## src/rtl/invaes_spi.sv

```systemverilog
// SPI-style serial front end for the inverse AES core: shifts key+cyphertext in,
// drives ce, captures plaintext on done and shifts it back out on sdo.
module invaes_spi #(
  parameter int K = 128
) (
  input  logic           clk,
  input  logic           reset,
  input  logic           sck,
  input  logic           sdi,
  input  logic           load,
  output logic           sdo,
  output logic           ready,
  output logic           err,
  output logic           ce,
  output logic [K-1:0]   key,
  output logic [127:0]   cyphertext,
  input  logic           done,
  input  logic [127:0]   plaintext,
  output logic [1:0]     dbg_state
);

  localparam int N  = K + 128;
  localparam int CW = $clog2(K + 129);

  typedef enum logic [1:0] {IDLE, LOAD, RUN, OUT} state_t;

  // Handshake: there is no valid/ready pairing with the host; load frames a
  // transfer, sck qualifies each bit, and ready stays high while sdo carries data.
  state_t         state, state_d;
  logic [2:0]     sck_q, sdi_q, load_q, done_q;
  logic           sck_rise, sck_fall, load_rise, load_fall, done_rise;
  logic [N-1:0]   in_sr, in_sr_d;
  logic [CW-1:0]  bitcnt, bitcnt_d;
  logic           ovf, ovf_d;
  logic [127:0]   out_sr, out_sr_d;
  logic [7:0]     outcnt, outcnt_d;
  logic           err_d;

  always_ff @(posedge clk or negedge reset) begin
    if (!reset) begin
      sck_q  <= '0;
      sdi_q  <= '0;
      load_q <= '0;
      done_q <= '0;
    end else begin
      sck_q  <= {sck_q[1:0], sck};
      sdi_q  <= {sdi_q[1:0], sdi};
      load_q <= {load_q[1:0], load};
      done_q <= {done_q[1:0], done};
    end
  end

  assign sck_rise  = sck_q[1] & ~sck_q[2];
  assign sck_fall  = ~sck_q[1] & sck_q[2];
  assign load_rise = load_q[1] & ~load_q[2];
  assign load_fall = ~load_q[1] & load_q[2];
  assign done_rise = done_q[1] & ~done_q[2];

  always_comb begin
    state_d  = state;
    in_sr_d  = in_sr;
    bitcnt_d = bitcnt;
    ovf_d    = ovf;
    out_sr_d = out_sr;
    outcnt_d = outcnt;
    err_d    = err;
    if (load_rise) begin
      state_d  = LOAD;
      bitcnt_d = '0;
      outcnt_d = '0;
      ovf_d    = 1'b0;
      err_d    = 1'b0;
    end else begin
      case (state)
        LOAD: begin
          // bitcnt saturates, so a separate flag remembers that extra bits arrived
          if (sck_rise) begin
            if (bitcnt == CW'(N)) begin
              ovf_d = 1'b1;
            end else begin
              in_sr_d  = {in_sr[N-2:0], sdi_q[2]};
              bitcnt_d = bitcnt + CW'(1);
            end
          end
          if (load_fall) begin
            if (bitcnt_d == CW'(N) && !ovf_d) begin
              state_d = RUN;
            end else begin
              err_d   = 1'b1;
              state_d = IDLE;
            end
          end
        end
        RUN: begin
          if (done_rise) begin
            out_sr_d = plaintext;
            state_d  = OUT;
          end
        end
        OUT: begin
          if (sck_fall) begin
            out_sr_d = {out_sr[126:0], 1'b0};
            outcnt_d = outcnt + 8'd1;
            if (outcnt == 8'd127) state_d = IDLE;
          end
        end
        default: ;
      endcase
    end
  end

  always_ff @(posedge clk or negedge reset) begin
    if (!reset) begin
      state  <= IDLE;
      in_sr  <= '0;
      bitcnt <= '0;
      ovf    <= 1'b0;
      out_sr <= '0;
      outcnt <= '0;
      err    <= 1'b0;
      ce     <= 1'b0;
      ready  <= 1'b0;
    end else begin
      state  <= state_d;
      in_sr  <= in_sr_d;
      bitcnt <= bitcnt_d;
      ovf    <= ovf_d;
      out_sr <= out_sr_d;
      outcnt <= outcnt_d;
      err    <= err_d;
      ce     <= (state_d == LOAD);
      ready  <= (state_d == OUT);
    end
  end

  assign sdo        = (state == OUT) & out_sr[127];
  assign key        = in_sr[N-1:128];
  assign cyphertext = in_sr[127:0];
  assign dbg_state  = state;

endmodule

```

## config.mk

```make
export PLATFORM = sky130hd
export DESIGN_NAME = invaes_spi
export DESIGN_NICKNAME = d
export VERILOG_FILES = /design/src/rtl/invaes_spi.sv
export SDC_FILE = /design/constraint.sdc
export NUM_CORES = 1
export LEC_CHECK = 0
export CAP_MARGIN = 15
export CELL_PAD_IN_SITES_DETAIL_PLACEMENT = 1
export CELL_PAD_IN_SITES_GLOBAL_PLACEMENT = 1
export CORE_MARGIN = 2
export CORE_UTILIZATION = 40
export DETAILED_ROUTE_END_ITERATION = 6
export DONT_BUFFER_PORTS = 1
export HOLD_SLACK_MARGIN = 0.05
export MAX_ROUTING_LAYER = met4
export PLACE_DENSITY_LB_ADDON = 0.12
export SLEW_MARGIN = 5
export SYNTH_ARGS = -nofsm -noshare
export SYNTH_HDL_FRONTEND = slang
export SYNTH_SLANG_ARGS = --single-unit
```

## constraint.sdc

```tcl
create_clock -name clk -period 5.04 [get_ports clk]
set_input_delay 1.26 -clock clk [delete_from_list [all_inputs] [get_ports clk]]
set_output_delay 1.26 -clock clk [all_outputs]
set_load 0.01 [all_outputs]
```

After elaboration in Yosys (flattened, before gate mapping)

Index checks and enable logic that the tools add are counted.
W data, S select, Z words.

Add/sub/neg operators: 2
Equality and inequality tests: 11
Multiplexer cells: 29
Bitwise gates (word level): 13
Reductions and logical operators: 11

Operator list:

| kind                  | count |
|---|---|
| $mux W128             | 2 |
| $pmux W128 S2         | 1 |
| $mux W9               | 6 |
| $mux W8               | 3 |
| $eq A9 B9 Y1 const B  | 2 |
| $mux W2               | 6 |
| $mux W1               | 10 |
| $reduce_bool A2 Y1    | 5 |
| $add A9 B1 Y9 const B | 1 |
| $add A8 B1 Y8 const B | 1 |
| $eq A8 B7 Y1 const B  | 1 |
| $reduce_and A4 Y1     | 2 |
| $not A1 Y1            | 7 |
| $and A1 B1 Y1         | 6 |
| $eq A2 B2 Y1 const B  | 3 |
| $ne A2 B2 Y1 const B  | 3 |
| $pmux W2 S3           | 1 |
| $eq A2 B1 Y1 const B  | 2 |
| $reduce_and A3 Y1     | 1 |
| $reduce_and A2 Y1     | 1 |
| $logic_and A1 B1 Y1   | 1 |
| $logic_not A1 Y1      | 1 |

Register bits: 419
Input bits: 134
Output and inout bits: 262

Depth between registers and ports, before layout

Word-level depth: 12
Mapped depth: 10
Depth with buffers taken out: 8

Least setup slack after synthesis

OpenSTA, ideal clock, no wires.

Path kind: register -> output
Start point: reg state[1] (netlist: dbg_state[1])
End point: out sdo
Data arrival time: 752 ps
Data required time: 3780 ps
Slack: 3028 ps
Stages on the path, launching flop included: 3
Buffers on the path: 1
Path through: dfrtp_1 buf_2 and3_1

Cells in the longest elaborated chain, start to end: 2

RTL lines:

| element                  | RTL line | RTL |
|---|---|---|
| start: declaration       | 29       | `state_t state, state_d;` |
| start signal: assignment | 124      | `state <= state_d;` |
| $eq A2 B2 Y1             | 136      | `assign sdo = (state == OUT) & out_sr[127];` |
| $and A1 B1 Y1            | 136      |  |
| end: declaration         | 11       | `output logic sdo,` |

Every way passes these cells.

Worst setup path after layout

Start point: reg load_q[2]
End point: reg out_sr[56]

Cells in the longest elaborated chain, start to end: 4

RTL lines:

| element                     | RTL line | RTL |
|---|---|---|
| start: declaration          | 30       | `logic [2:0] sck_q, sdi_q, load_q, done_q;` |
| start signal: assignment    | 48       | `load_q <= {load_q[1:0], load};` |
| $not A1 Y1                  | 55       | `assign load_rise = load_q[1] & ~load_q[2];` |
| $and A1 B1 Y1               | 55       |  |
| $not A1 Y1 (no line)        | -        |  |
| $reduce_and A4 Y1 (no line) | -        |  |
| end signal: assignment      | 128      | `out_sr <= out_sr_d;` |
| end: declaration            | 35       | `logic [127:0] out_sr, out_sr_d;` |

Every way passes these cells.
A chain may end at the register's enable or synchronous reset.

==> metrics.yaml <==
hold_class: "reg2reg"
ys_warn_count: 0
drcViolationCount: 0
violations: "max-slew violations"
clockBufferDepth: 3
fin_util_pct: 45.0
power_density_nw_per_um2: 370
synthCells: 1258
drive_above_1_share_pct: 7.36
pwr-share-seq_pct: 49.7
synth_edf_count: 0
clkPwrFrac_pct: 48.1
r2r-start: "load_q[2]"
min_period_over_period_pct: 59.2
drv_slew: 165
rrSetupSlack_ps: 2060
synth_area_leader_cell: "dfrtp_1"
netlist_area_um2: 16900
start_util_pct: 40.5
crit_chain: "inv_1 -> ha_1 -> inv_1 -> nand3_4 -> buf_4 -> o21ai_0"
synth.distinct_cells: 36
gp_congestion: 0.735
dpl_worst_slack_ps: 1940
grtUsageTotal_pct: 17.4
rr_worst_depth: 6
finalHoldViolCount: 0
worstSetupStartpointType: "flip-flop"
area_delta_synth_final_pct: 11.1
hp-start: "sdi_q[0]"
chipWidth_um: 210
setup_viol: 0
cts_buffers: 46
worstPathRequired_ps: 5470
port_buffers: 0
via_count: 9500
worstPathArrival_ps: 3410
root_buffer: "clkbuf_16"
cts_resized: 0
grt_max_degree: 420
yosys-top-cells-area: "dfrtp_1, mux2_1, mux2i_1"
dieArea_um2: 44000
vias_per_cell: 5.25
worst_pin_slew_ps: 1860
ys_seq_elements: 419
p_leak_uw: 0.0102
cap_violations: 0
hpwl_um: 24500
min_to: "sdi_q[1]"
drtIter0Drc: 520
clk_latency_ps: 570
synth_top_area_share_pct: 61.9
die_y_um: 210
first_global_vias: 9978
postSynthAreaPerCell_um2: 13.5
rsz0062_at_grt: "no"
ys_async_sr_fraction_pct: 100
core_um2: 41900
htreeDepth: 2
crit_slowest_cell: "ha_1"
dp_cells: 1724
timing.critical_path.slowest_cell_delay_ps: 720
netlist_top_cells_count: "dfrtp_1, mux2_1, nand2_1"
path_class: "reg2reg"
max_clock_freq_ghz: 0.335
fin_cells: 1810
drt_pre_antenna_iters: 4
clock-skew-final_ps: 23.4
internal_power_uw: 5510
seq_area_frac_synth_pct: 61.9
cts_setup_buffers: 0
cts_sinks: 419
layout_setup_ws_ps: 2060
nNetsFinal: 1372
ant_nets: 0
whs_ps: 346
p_sw_uw: 1460
worst-path-max-fanout: 88
ys.flop_type: "dfrtp_1"
wire_per_inst_um: 20.5
wl_um: 37100
fin_crit_ps: 2980
postCtsHoldBufs: 0
end_kind: "flip-flop"
grt_pass1_wl_um: 58600
status: "finished with violations"
p_sw_share_pct: 21.0
crit_top_cell: "inv_1"
p_comb_share_pct: 2.3
synth.most_common_cell: "dfrtp_1"
worstHoldPathCells: 0
path_clk_slew_ps: 60
reg2reg_to: "out_sr[56]"
overflow: 0
rows: 75
cts_tree: "done"
ios: 396
setup_tns_ps: 0
ir_drop_mv: 0.233
synth_nets: 1397
critPathTopFamily: "buffers and inverters"
antenna_found_initial: 6
crit_buf_inv: 3
slew_headroom_pct: -23.9
[per-layer routing]
metal | track usage, % | vias up | part of all wire, %
li1 | - | 4336 | -
met1 | 19.9 | 4846 | 39
met2 | 26.3 | 262 | 47
met3 | 9.29 | 56 | 12
met4 | 5.31 | 0 | 2.3
met5 | - | - | 0
[area by class of cell]
type	instances	area (µm²)
antenna	7	17.5
clock buffer	64	1280
clock inverter	15	225
fill	4217	23000
inverter	6	22.5
multi-input combinational	754	6020
sequential	419	10500
tap	539	674
timing repair buffer	6	95.1
[flip-flops by register name, summed over array words and instances, names as in the netlist]
| register | flops |
|---|---|
| in_sr | 256 |
| done_q | 3 |
| sck_q | 3 |
| load_q | 3 |
| ovf | 1 |
| sdi_q | 3 |
| ready | 1 |
| err | 1 |
| out_sr | 128 |
| bitcnt | 9 |
| dbg_state | 2 |
| outcnt | 8 |
| ce | 1 |
[cell usage in the layout, fill, tap and decap left out, drive strengths merged, types with 2 or more instances in the layout]
| master | instances |
|---|---|
| dfrtp | 419 |
| mux2 | 257 |
| nand2 | 139 |
| o21ai | 136 |
| mux2i | 129 |
| clkbuf | 64 |
| nor2 | 20 |
| xor2 | 8 |
| nand3 | 8 |
| inv | 8 |
| diode | 7 |
| a21oi | 7 |
| clkinv | 7 |
| buf | 6 |
| nor2b | 5 |
| nand4 | 5 |
| and3 | 5 |
| xnor2 | 5 |
| ha | 5 |
| bufinv | 5 |
| or3 | 4 |
| nor4 | 4 |
| nor3 | 3 |
| nand2b | 2 |
| o31ai | 2 |
| a31oi | 2 |
[per-stage QoR]
stage	area, µm²	power (µW)
after floorplan	16900	3650
after global placement	17300	3680
after detailed placement	17300	3690
after CTS	18800	7110
after global routing	18800	7260
final	18800	6970
[power groups by stage]
stage	Combinational [µW]	Clock, µW	Sequential [µW]
final	157	3350	3460
after global routing	179	3610	3470
after CTS	162	3480	3470
after detailed placement	161	0	3530
after global placement	158	0	3530
after floorplan	147	0	3510
[logic make-up (layout without fill, tap and decap cells)]
kind of cell | Yosys count | in the layout | share of synthesized area (%)
AND/OR/NAND/NOR | 197 | 197 | 4.98
adder cells (fa/ha/maj) | 5 | 5 | 0.369
multiplexers | 386 | 386 | 24.7
other | 0 | 7 | 0
buffers and inverters | 85 | 91 | 2.70
AO/OA/AOI/OAI | 153 | 153 | 4.70
flip-flops | 419 | 419 | 61.9
XOR/XNOR | 13 | 13 | 0.672
[how the worst max path moves through the flow]
stage	startpoint	end	slack, ps	cells after the start
2_1_floorplan	dbg_state[1]	sdo	3030	2
3_3_place_gp	load_q[2]	out_sr[56]	2070	6
3_5_place_dp	load_q[2]	out_sr[92]	1940	6
4_1_cts	load_q[2]	out_sr[92]	1940	6
5_1_grt	load_q[2]	out_sr[62]	1640	6
6_report	load_q[2]	out_sr[56]	2060	6
Power figures use the tool's default switching activity.
